`src/rtl/mem_access_unit.sv`:
```
// ---------------------------------------------------------------------------
// mem_access_unit
//
// Load/store unit for the MEM stage of the pipeline.
// It takes one load or store request from the EX/MEM register and runs it as
// a single transfer on a req/ack data-memory bus. Only one transfer is in
// flight at a time. The unit formats load data and holds the upstream
// pipeline until the response is ready. It reports misaligned accesses,
// illegal width codes and bus timeouts.
//
// Ports
//   clk, rst                 clock (rising edge), async active-high reset
//   req_valid/we/mask/addr/wdata
//                            request from EX/MEM; mask is the width code
//                            BYTE=0 HALF=1 WORD=2 UBYTE=3 UHALF=4
//   stall                    hold the upstream pipeline registers
//   mem_req/we/addr/be/wdata bus request with a word-aligned address, byte
//                            enables and store data replicated on each lane
//   mem_ack, mem_rdata       bus completion and read word
//   rsp_valid                one-cycle completion pulse
//   rsp_rdata                formatted load data; 0 for stores and faults
//   rsp_err                  00 ok, 01 misaligned/illegal, 10 bus timeout
// ---------------------------------------------------------------------------
module mem_access_unit #(
    parameter int TIMEOUT = 256
) (
    input  logic        clk,
    input  logic        rst,
    input  logic        req_valid,
    input  logic        req_we,
    input  logic [2:0]  req_mask,
    input  logic [31:0] req_addr,
    input  logic [31:0] req_wdata,
    output logic        stall,
    output logic        mem_req,
    output logic        mem_we,
    output logic [31:0] mem_addr,
    output logic [3:0]  mem_be,
    output logic [31:0] mem_wdata,
    input  logic        mem_ack,
    input  logic [31:0] mem_rdata,
    output logic        rsp_valid,
    output logic [31:0] rsp_rdata,
    output logic [1:0]  rsp_err
);

    localparam logic [1:0] S_IDLE = 2'd0;
    localparam logic [1:0] S_BUSY = 2'd1;
    localparam logic [1:0] S_RESP = 2'd2;

    localparam logic [2:0] M_BYTE  = 3'd0;
    localparam logic [2:0] M_HALF  = 3'd1;
    localparam logic [2:0] M_WORD  = 3'd2;
    localparam logic [2:0] M_UBYTE = 3'd3;
    localparam logic [2:0] M_UHALF = 3'd4;

    // Last busy-cycle index before giving up. It is only used when TIMEOUT != 0.
    localparam logic [31:0] TMO_LAST = (TIMEOUT == 0) ? 32'd0 : 32'(TIMEOUT - 1);

    logic [1:0]  state_q, state_d;
    logic        we_q;
    logic [2:0]  mask_q;
    logic [1:0]  lane_q;
    logic [31:0] addr_q;
    logic [3:0]  be_q;
    logic [31:0] wdata_q;
    logic [31:0] cnt_q;
    logic [31:0] rdata_q;
    logic [1:0]  err_q;

    logic        req_bad;
    logic [3:0]  req_be;
    logic [31:0] req_wrep;
    logic        tmo_hit;
    logic [31:0] load_fmt;

    // Request classification: alignment / legality, byte enables, lane data
    always_comb begin
        req_bad  = 1'b0;
        req_be   = 4'b1111;
        req_wrep = req_wdata;
        case (req_mask)
            M_BYTE, M_UBYTE: begin
                req_be   = 4'b0001 << req_addr[1:0];
                req_wrep = {4{req_wdata[7:0]}};
            end
            M_HALF, M_UHALF: begin
                req_bad  = req_addr[0];
                req_be   = 4'b0011 << {req_addr[1], 1'b0};
                req_wrep = {2{req_wdata[15:0]}};
            end
            M_WORD: req_bad = |req_addr[1:0];
            default: req_bad = 1'b1;
        endcase
    end

    // Load formatting: pick the addressed lane, then extend by width code
    always_comb begin
        logic [31:0] shifted;
        shifted = mem_rdata >> {lane_q, 3'b000};
        case (mask_q)
            M_BYTE:  load_fmt = {{24{shifted[7]}}, shifted[7:0]};
            M_UBYTE: load_fmt = {24'd0, shifted[7:0]};
            M_HALF:  load_fmt = {{16{shifted[15]}}, shifted[15:0]};
            M_UHALF: load_fmt = {16'd0, shifted[15:0]};
            default: load_fmt = mem_rdata;
        endcase
    end

    assign tmo_hit = (TIMEOUT != 0) && (cnt_q == TMO_LAST);

    // State register
    always_ff @(posedge clk or posedge rst) begin
        if (rst) begin
            state_q <= S_IDLE;
        end else begin
            state_q <= state_d;
        end
    end

    // Next-state logic
    always_comb begin
        state_d = state_q;
        case (state_q)
            S_IDLE: if (req_valid) state_d = req_bad ? S_RESP : S_BUSY;
            S_BUSY: if (mem_ack || tmo_hit) state_d = S_RESP;
            S_RESP: state_d = S_IDLE;
            default: state_d = S_IDLE;
        endcase
    end

    // Output logic
    always_comb begin
        mem_req   = (state_q == S_BUSY);
        rsp_valid = (state_q == S_RESP);
        // While reset is asserted, the pipeline must not be held, even with a
        // request pending.
        stall     = ((state_q == S_IDLE) && req_valid && !rst) || (state_q == S_BUSY);
    end

    // Bus-side registers and response registers
    always_ff @(posedge clk or posedge rst) begin
        if (rst) begin
            we_q    <= 1'b0;
            mask_q  <= 3'd0;
            lane_q  <= 2'd0;
            addr_q  <= 32'd0;
            be_q    <= 4'd0;
            wdata_q <= 32'd0;
            cnt_q   <= 32'd0;
            rdata_q <= 32'd0;
            err_q   <= 2'd0;
        end else begin
            case (state_q)
                S_IDLE: begin
                    if (req_valid && req_bad) begin
                        rdata_q <= 32'd0;
                        err_q   <= 2'b01;
                    end else if (req_valid) begin
                        we_q    <= req_we;
                        mask_q  <= req_mask;
                        lane_q  <= req_addr[1:0];
                        addr_q  <= {req_addr[31:2], 2'b00};
                        be_q    <= req_be;
                        wdata_q <= req_wrep;
                        cnt_q   <= 32'd0;
                    end
                end
                S_BUSY: begin
                    cnt_q <= cnt_q + 32'd1;
                    // An ack in the timeout cycle still counts as a success.
                    if (mem_ack) begin
                        rdata_q <= we_q ? 32'd0 : load_fmt;
                        err_q   <= 2'b00;
                    end else if (tmo_hit) begin
                        rdata_q <= 32'd0;
                        err_q   <= 2'b10;
                    end
                end
                default: ;
            endcase
        end
    end

    assign mem_we    = we_q;
    assign mem_addr  = addr_q;
    assign mem_be    = be_q;
    assign mem_wdata = wdata_q;
    assign rsp_rdata = rdata_q;
    assign rsp_err   = err_q;

endmodule
```
`config.mk`:
```
export PLATFORM = sky130hd
export DESIGN_NAME = mem_access_unit
export DESIGN_NICKNAME = d
export VERILOG_FILES = /design/src/rtl/mem_access_unit.sv
export SDC_FILE = /design/constraint.sdc
export NUM_CORES = 1
export LEC_CHECK = 0
export ABC_AREA = 1
export ABC_CLOCK_PERIOD_IN_PS = 7930
export BUFFER_PORTS_ARGS = -buffer_cell sky130_fd_sc_hd__buf_2
export CAP_MARGIN = 20
export CORE_AREA = 5 5 126 218
export DETAILED_ROUTE_END_ITERATION = 16
export DIE_AREA = 0 0 131 223
export GPL_TIMING_DRIVEN = 0
export HOLD_SLACK_MARGIN = 0.03
export PLACE_DENSITY = 0.59
export SYNTH_ARGS = -nofsm -noshare
export SYNTH_HDL_FRONTEND = slang
export SYNTH_SLANG_ARGS = --single-unit
```
`constraint.sdc`:
```
create_clock -name clk -period 7.93 [get_ports clk]
set_input_delay 1.1895 -clock clk [delete_from_list [all_inputs] [get_ports clk]]
set_output_delay 1.1895 -clock clk [all_outputs]
set_load 0.05 [all_outputs]
```
==> metrics, run 1 <==
Final nets 1375; CTS Hold Buffers Added 0; highest cell delay on the worst timing path 450 ps; Skew-Pair Late Insertion Delay 440 ps; maximum vdd drop 0.0002691 V; fill count 2799; CP max stage cell buf_1; fin util 37.58%; max_slew headroom 49.11%; CTS-repair resized insts 0; Crit Path Max Fanout 10; synthesized cell area 7492 um2; die area 29210 um2; area taken by multi-input logic gates 3472 um2; leakage power 5.250 nW; post-layout minimum cycle time 3324 ps; CTS Buf Count 17; Placeable Area 25570 um2; GP Congestion 0.9181; Worst Hold End rsp_rdata[16]; Setup WS post-layout 4606 ps; CP Buf/Inv Count 3; FF-to-FF End cnt_q[10]; switch share 49.76%; drt via density 4.610; total power 3.935 mW; reg2reg setup slack 5850 ps; Synth Instances 1042; Die Ht 223 um; Comb pwr share 49.4%; DRC viols 0; post-synthesis sequential area ratio 46.76%; Fin. Hold Viols 0; Max-Cap Viols 0; crit path capture type output port; Area Growth Syn to Fin 28.26%; hold path depth 2; worst r2r src cnt_q[0]; setup tns final 0 ps; via count 7394; Worst EP arrival 2130 ps; Antenna Nets Post-Route 0; chip width 131 um; Iteration-0 DRC Markers 348; hpwl dp 20150 um; Pre-antenna DRT Iters 5; CTS tree built; Root Driver clkbuf_16; H-tree depth 4; Reg power frac 28.2%; cell chain of the critical path nor2_1 -> buf_2 -> buf_1 -> buf_2; M1 WL 8990 um; most frequent CP cell buf_2; final setup fails 0; Fmax achieved 300.8 MHz; largest net degree at the start of global routing 83; share of layout cells above drive strength 1 23.07%; Slew Limit Fails 0; dpl cell area 8965 um2; fin area 9609 um2; Top Layer Used met5; I/O pins 210; GRT overflow 0; CP Launch Type register; met3 wire length 1458 um; Starting Density 29.30%; Req. time, crit path 6740 ps; initial antenna violation count 3; pre-CTS setup slack 4790 ps; synth warn 0; Finished Layout Cells 1604; clk sinks 140; CP Class reg2out; status completed; Critical Path Source state_q[1]; Post-CTS Setup Bufs 0; library cells used by synthesis 35; port bufs 207; Global Route Usage Sum 17.66%; CTS clock-pin slew for the worst setup and hold paths 60 ps; CTS max path bufs 2; RSZ-0062 raised after global routing false; Avg Inst Size Synth 7.190 um2; crit share post-route 41.92%; worst hold path class reg2reg; vias in the first global route 7494; Worst Reg2Reg Path Length in Cells 7; cell total after placement 1571; final WL 25020 um; routed length per instance 15.60 um; Sequential Area 3503 um2; Int Pwr 1.977 mW; hold path start rsp_rdata[16]; met2 wire len 13810 um; Least-Margin Pin Slew 763.3 ps; skew final 9.965 ps; worst hold slack 463.6 ps; Rows 78; CP delay by family, top buffers and inverters; clock share of power 22.4%; pwr dens 409.5 nW/um2; Synth Register Bits 140; first-pass GRT wire length 39830 um; net switching power figure 1.958 mW
[sequential cells by signal, summed over array words and instances, names as in the netlist]
register / count
mem_wdata: 32
mem_addr: 30
state_q: 2
mask_q: 3
mem_be: 4
cnt_q: 32
rsp_rdata: 32
mem_we: 1
rsp_err: 2
lane_q: 2
[worst reg2reg max path, delay by kind of cell (launching register included)]
kind / cells / cell delay [ps]
adders and majority gates: 1 / 300
and+or+nand+nor: 4 / 890
AOI/OAI and AO/OA: 1 / 70
xor gates and xnor gates: 1 / 200
DFF: 1 / 480
[cell usage after synthesis, drive strengths merged]
cell	count	area share, %
o22ai	8	0.67
dfrtp	140	47
xor2	11	1.3
xnor2	2	0.23
nand2	505	25
a22oi	6	0.60
buf	31	3.1
a21o	5	0.50
nand4	4	0.53
or2	1	0.084
nor3	6	0.40
clkbuf	10	0.50
nor2	85	4.7
o31ai	2	0.20
ha	1	0.17
a21oi	9	0.60
nand3	88	5.9
inv	65	3.3
o211ai	2	0.20
conb	1	0.050
mux2	8	1.2
o21ai	51	3.5
clkinv	1	0.050
[cell type report]
type	instances	share of cell area (%)
sequential	140	36.46
multi-input combinational	796	36.13
timing repair buffer	208	11.07
clock buffer	21	4.687
tap	320	4.167
buffer	41	2.839
inverter	66	2.630
clock inverter	11	1.992
antenna	1	0.02604
[metal layers]
metal  GRT usage, %  vias up
li1               -     3731
met1          18.13     3421
met2          32.85      200
met3          4.839       40
met4          6.941        2
met5              0        -
[how the worst max path moves through the flow]
| stage | endpoint | slack [ps] | cells after the start |
|---|---|---|---|
| after global placement | mem_addr[24] | 1040 | 2 |
| after detailed placement | stall | 4790 | 4 |
| final | mem_req | 4610 | 4 |
| after CTS | mem_req | 4560 | 4 |
| after floorplan | cnt_q[0] | 2990 | 1 |
| after global routing | mem_req | 4410 | 4 |
[cells in the final DEF, fill, tap and decap left out, drive strengths merged]
master    instances
nand2           505
buf             239
dfrtp           140
nand3            88
nor2             85
inv              65
o21ai            51
clkbuf           31
xor2             11
a21oi             9
o22ai             8
mux2              8
a22oi             6
nor3              6
a21o              5
bufinv            5
nand4             4
clkinv            4
clkinvlp          3
o31ai             2
o211ai            2
xnor2             2
conb              2
diode             1
or2               1
ha                1
[power by group through the flow]
stage	registers (mW)	logic, mW	clock network (mW)
after floorplan	1.92	0.638	0
after global placement	1.11	1.96	0
after detailed placement	1.12	1.97	0
after CTS	1.11	1.97	0.901
after global routing	1.14	2.09	0.929
final	1.11	1.95	0.880
[cell families after synthesis]
| family | synth area share [%] |
|---|---|
| flip-flops | 46.76 |
| AND/OR/NAND/NOR | 37.12 |
| multiplexers | 1.202 |
| XOR/XNOR | 1.520 |
| adder cells (fa/ha/maj) | 0.1670 |
| other | 0.05005 |
| buffers and inverters | 6.947 |
| AO/OA/AOI/OAI | 6.229 |
(Power assumes the default switching activity.)
==> run 2: changes to the inputs <==
- ABC_CLOCK_PERIOD_IN_PS: 7930 -> 3200
- clock period: 7.93 -> 3.2 ns (I/O delays scaled with it)
==> run 2 against run 1 <==
Non-clock buffer count rose by 3. Highest routed layer unchanged. Clock skew fell by 0.82 ps. Cell count is 0.31% higher. Sequential power grew 150%. Count of clock-buffer cells in the layout shrank 3. Utilization grew 0.34 points. Routed wire length is 0.17% higher. Global-route usage shrank 0.079 points. Worst setup slack worse by 4000 ps.
==> metrics, run 2 (synthesis gave the netlist of run 1 again) <==
status completed; routed length per instance 15.58 um (-0.14%); I/O pins 210 (unchanged); Die Ht 223 um (unchanged); Slew Limit Fails 0 (unchanged); Skew-Pair Late Insertion Delay 430 ps (about the same); Final nets 1378 (+0.22%); Fin. Hold Viols 0 (unchanged); GRT overflow 0 (unchanged); Finished Layout Cells 1609 (+0.31%); largest net degree at the start of global routing 36 (-57%); chip width 131 um (unchanged); FF-to-FF End rsp_rdata[6]; Iteration-0 DRC Markers 317 (-8.9%); via count 7363 (-0.42%); Setup WS post-layout 558.8 ps (-4047 ps); cell total after placement 1574 (+0.19%); maximum vdd drop 0.0005815 V (+120%); CP Launch Type register; Fmax achieved 378.6 MHz; most frequent cells in the layout nand2_1 (502), buf_2 (221), dfrtp_1 (140), nand3_1 (87), nor2_1 (78); worst hold path class in2async; RSZ-0062 raised after global routing false; skew final 9.146 ps (-0.8192 ps); fin area 9696 um2 (+0.90%); Worst EP arrival 2160 ps (+30 ps); fin util 37.92% (+0.34 points); GP Congestion 0.9080 (-1.1%); pre-CTS setup slack 974.3 ps (-3815 ps); final WL 25070 um (+0.17%); crit share post-route 82.54%; crit path capture type output port; Placeable Area 25570 um2 (unchanged); Antenna Nets Post-Route 0 (unchanged); Rows 78 (unchanged); final setup fails 0 (unchanged); Area Growth Syn to Fin 29.41%; Crit Path Max Fanout 10 (unchanged); Worst Reg2Reg Path Length in Cells 11 (+4); Post-CTS Setup Bufs 0 (unchanged); CTS Buf Count 17 (unchanged); Req. time, crit path 2720 ps (-4020 ps); CTS-repair resized insts 0 (unchanged); Global Route Usage Sum 17.58% (-0.079 points); vias in the first global route 7442 (-0.69%); DRC viols 0 (unchanged); CTS tree built; clk sinks 140 (unchanged); Least-Margin Pin Slew 685.1 ps (-78.23 ps); Root Driver clkbuf_16; setup tns final 0 ps (unchanged); initial antenna violation count 4 (+1); drt via density 4.576 (-0.73%); dpl cell area 9016 um2 (+0.57%); CTS Hold Buffers Added 0 (unchanged); worst hold slack 102.8 ps (-360.7 ps); reg2reg setup slack 1140 ps (-4710 ps); die area 29210 um2 (unchanged); CTS max path bufs 2 (unchanged); hpwl dp 20230 um (+0.41%); total power 9.854 mW (+150%); pwr dens 1016 nW/um2 (+150%); first-pass GRT wire length 39820 um (about the same); leakage power 5.284 nW (+0.65%); port bufs 207 (unchanged); share of layout cells above drive strength 1 23.41% (+0.33 points); max_slew headroom 54.33% (+5.2 points); worst r2r src cnt_q[0]; H-tree depth 4 (unchanged); Max-Cap Viols 0 (unchanged); CTS clock-pin slew for the worst setup and hold paths 60 ps (about the same); CP Class reg2out; Pre-antenna DRT Iters 5 (unchanged); Starting Density 29.30% (unchanged); post-layout minimum cycle time 2641 ps; most common cell after layout, fill and taps aside nand2_1
==> run 2: worst max-delay path by stage <==
stage / from / to / slack, ps / cells after the start
finish: state_q[1] / mem_req / 560 / 4
global route: state_q[1] / mem_req / 400 / 4
CTS: state_q[1] / mem_req / 490 / 4
detailed placement: state_q[1] / mem_req / 970 / 4
global placement: rst / mem_wdata[21] / -130 / 2
floorplan: rst / cnt_q[0] / 970 / 1
==> run 2: layout make-up <==
class                           instances  area [um2]
Buffer                                 41       272.8
Antenna cell                            3       7.507
Inverter                               66       251.5
Clock inverter                         14       242.7
Timing Repair Buffer                  211        1116
Tap cell                              320       400.4
Fill cell                            2829       15870
Multi-Input combinational cell        796        3472
Clock buffer                           18       429.2
Sequential cell                       140        3503
==> run 2: worst max-delay path, cell delays in order (launching register included) <==
cell     delay (ps)
dfrtp_1         430
nor2_1          190
buf_2           300
buf_1           450
buf_2           360
==> run 2: report_power, final <==
part           switching [mW]  total, mW  internal (mW)
clock                   0.812       2.28           1.46
sequential              0.355       2.75           2.39
combinational            3.72       4.83           1.11
total                    4.89       9.85           4.97
==> run 2: routing by layer <==
metal  wire length, um  global-route usage [%]  up-vias
met4               979                   8.336        2
li1                  -                       -     3735
met5                 7                       0        -
met1              9369                   19.11     3396
met3              1297                   4.217       46
met2             13410                   31.25      184
==> run 3: changes to the inputs <==
- ABC_AREA: 1 -> 0
- ABC_CLOCK_PERIOD_IN_PS: 3200 -> 2700
- CORE_AREA: 5 5 126 218 -> 5 5 122 210
- DIE_AREA: 0 0 131 223 -> 0 0 127 215
- PLACE_DENSITY: 0.59 -> 0.6
- clock period: 3.2 -> 2.7 ns (I/O delays scaled with it)
==> run 3 against run 2 <==
Flip-flop and latch count unchanged. First-iteration DRC count decreased by 7.9%. Worst setup slack got worse by 370 ps. Utilization increased by 0.40 points. Clock skew decreased by 1.8 ps. Die area decreased by 6.5%. Final area decreased by 5.8%. Sequential power increased by 21%. Power increased by 16%. Worst hold slack improved by 58 ps. Global-route usage decreased by 0.13 points. Critical endpoint is now rsp_rdata[20]. Largest cell class unchanged. Highest routed layer is now met4.
==> metrics, run 3 <==
status completed; Die Ht 215 um (-3.6%); Max-Cap Viols 0 (unchanged); Fmax achieved 398.4 MHz; Int Pwr 5.758 mW (+16%); fin area 9133 um2 (-5.8%); via count 6653 (-9.6%); clk sinks 140 (unchanged); CP Launch Type register; Reg power frac 29.3% (+1.4 points); Crit Path Max Fanout 10 (unchanged); maximum vdd drop 0.0005914 V (+1.7%); fill count 2543 (-10%); most frequent cells after synthesis nand2_1 (189), dfrtp_1 (140), a21oi_1 (54); Iteration-0 DRC Markers 292 (-7.9%); pwr dens 1246 nW/um2 (+23%); Comb pwr share 48.9% (about the same); Pre-antenna DRT Iters 5 (unchanged); RSZ-0062 raised after global routing false; post-synthesis sequential area ratio 50.35% (+3.6 points); CTS tree built; total power 11.38 mW (+16%); first-pass GRT wire length 37640 um (-5.5%); Antenna Nets Post-Route 0 (unchanged); die area 27310 um2 (-6.5%); net switching power figure 5.624 mW (+15%); routed length per instance 18.11 um (+16%); EDFF count, synth 0 (unchanged); share of synthesized registers carrying an async set or reset 100.0% (unchanged); CTS max path bufs 2 (unchanged); Skew-Pair Late Insertion Delay 430 ps (about the same); H-tree depth 4 (unchanged); DRC viols 0 (unchanged); Synth area leader dfrtp_1; Worst EP arrival 2820 ps (+660 ps); switch share 49.41% (-0.17 points); CP Class reg2reg; Synth Register Bits 140 (unchanged); fin util 38.32% (+0.40 points); CTS Buf Count 17 (unchanged); library cells used by synthesis 48 (+37%); vias in the first global route 6707 (-9.9%); cell total after placement 1277 (-19%); crit path capture type register; GP Congestion 0.9006 (-0.81%); max_slew headroom 55.15% (+0.82 points); Setup WS post-layout 190.2 ps (-368.5 ps); skew final 7.312 ps (-1.834 ps); Synth Instances 760 (-27%); Starting Density 29.19% (-0.11 points); Req. time, crit path 3010 ps (+290 ps); GRT overflow 0 (unchanged); Final nets 1098 (-20%); Area Growth Syn to Fin 31.25%; worst hold path class in2reg; dpl cell area 8452 um2 (-6.3%); pre-CTS setup slack -70.61 ps (-1045 ps); ANT cells 0 (-3); post-layout minimum cycle time 2510 ps; clock share of power 21.8% (-1.3 points); crit share post-route 92.95%; most common cell after layout, fill and taps aside buf_2; Rows 75 (-3.8%); Placeable Area 23840 um2 (-6.8%); Avg Inst Size Synth 9.155 um2 (+27%); Root Driver clkbuf_16; top post-synthesis cells by area dfrtp_1 (50%), nand2_1 (10%), o2bb2ai_1 (5.0%); drt via density 5.063 (+11%); final WL 23800 um (-5.1%); Fin. Hold Viols 0 (unchanged); synthesized cell area 6958 um2 (-7.1%); hpwl dp 18420 um (-9.0%); Slew Limit Fails 0 (unchanged); most frequent cells in the layout buf_2 (206), nand2_1 (189), dfrtp_1 (140), a21oi_1 (54), nor2_1 (53); post-synth top area share 50.35% (+3.6 points); Least-Margin Pin Slew 672.7 ps (-12.36 ps); initial antenna violation count 0 (-4); most numerous cell in the Yosys netlist nand2_1; port bufs 204 (-1.4%); largest net degree at the start of global routing 36 (unchanged); final setup fails 0 (unchanged); CTS clock-pin slew for the worst setup and hold paths 60 ps (about the same); chip width 127 um (-3.1%); Primary FF master, synth dfrtp_1; Global Route Usage Sum 17.45% (-0.13 points); share of layout cells above drive strength 1 27.44% (+4.0 points); I/O pins 210 (unchanged); synth warn 0 (unchanged); leakage power 4.442 nW (-16%); Finished Layout Cells 1314 (-18%)
==> run 3: final timing paths <==
path / slack (ps) / cells past startpoint / to / from
worst max-delay path: 190 / 8 / rsp_rdata[20] / mask_q[0]
min in group asynchronous: 590 / 4 / rsp_rdata[30] / rst
worst min-delay path: 160 / 3 / mem_addr[28] / req_addr[28]
max in group asynchronous: 1300 / 5 / rsp_rdata[20] / rst
worst min register to register: 470 / 2 / mem_addr[30] / mem_addr[30]
worst max register to register: 190 / 8 / rsp_rdata[20] / mask_q[0]
==> run 3: cell type report <==
cell class | count | area (um2) | area share, %
clock inverters | 6 | 105.1 | 1.151
multi-input cells | 561 | 3213 | 35.18
repair buffers | 213 | 1151 | 12.60
inverters | 9 | 37.54 | 0.4110
clock buffers | 26 | 519.2 | 5.686
flip-flops and latches | 140 | 3503 | 38.36
plain buffers | 51 | 217.7 | 2.384
well taps | 308 | 385.4 | 4.220
==> run 3: what timing repair did <==
action | CTS | global route
buffers inserted | 0 | 2
hold buffers | 2 | 0
setup endpoints to repair | 10 | 29
hold endpoints to repair | 21 | 0
pin swaps | 0 | 1
gates resized for setup | 1 | 2
==> run 3: power groups by stage <==
stage / Clock (mW) / Sequential, mW / Combinational, mW
after global placement: 0 / 3.36 / 5.53
after floorplan: 0 / 5.73 / 1.66
final: 2.48 / 3.34 / 5.56
after CTS: 2.54 / 3.34 / 5.60
after detailed placement: 0 / 3.36 / 5.60
after global routing: 2.61 / 3.44 / 5.92
==> run 3: per-layer routing <==
metal / vias to the layer above / wire [um] / track usage [%]
met5: - / 0 / 0
met3: 50 / 1074 / 3.702
li1: 3155 / - / -
met2: 195 / 12740 / 31.58
met4: 0 / 901 / 8.232
met1: 3253 / 9076 / 19.12
==> run 3: critical path, cell delays in order (launching register included) <==
cell and delay (ps):
dfrtp_1 320, clkbuf_1 280, mux2_2 480, a21o_1 180
clkbuf_1 220, a31o_2 270, nand2_1 230, clkbuf_2 290
o2bb2ai_1 110
==> run 3: cell families (layout without fill, tap and decap cells) <==
kind of cell	Yosys count	count (layout)	synth area share, %
AO/OA/AOI/OAI	197	197	18.94
buffers and inverters	60	305	3.596
AND/OR/NAND/NOR	318	318	20.39
other	1	2	0.05390
adder cells (fa/ha/maj)	1	1	0.1798
multiplexers	34	34	5.359
XOR/XNOR	9	9	1.133
flip-flops	140	140	50.35
==> run 3: metrics by stage <==
step,setup TNS (ps),hold slack [ps]
2_1_floorplan,-712.0,480.9
3_3_place_gp,-74900,455.0
3_5_place_dp,-480.3,456.2
4_1_cts,0,136.3
5_1_grt,0,152.5
6_report,0,160.6
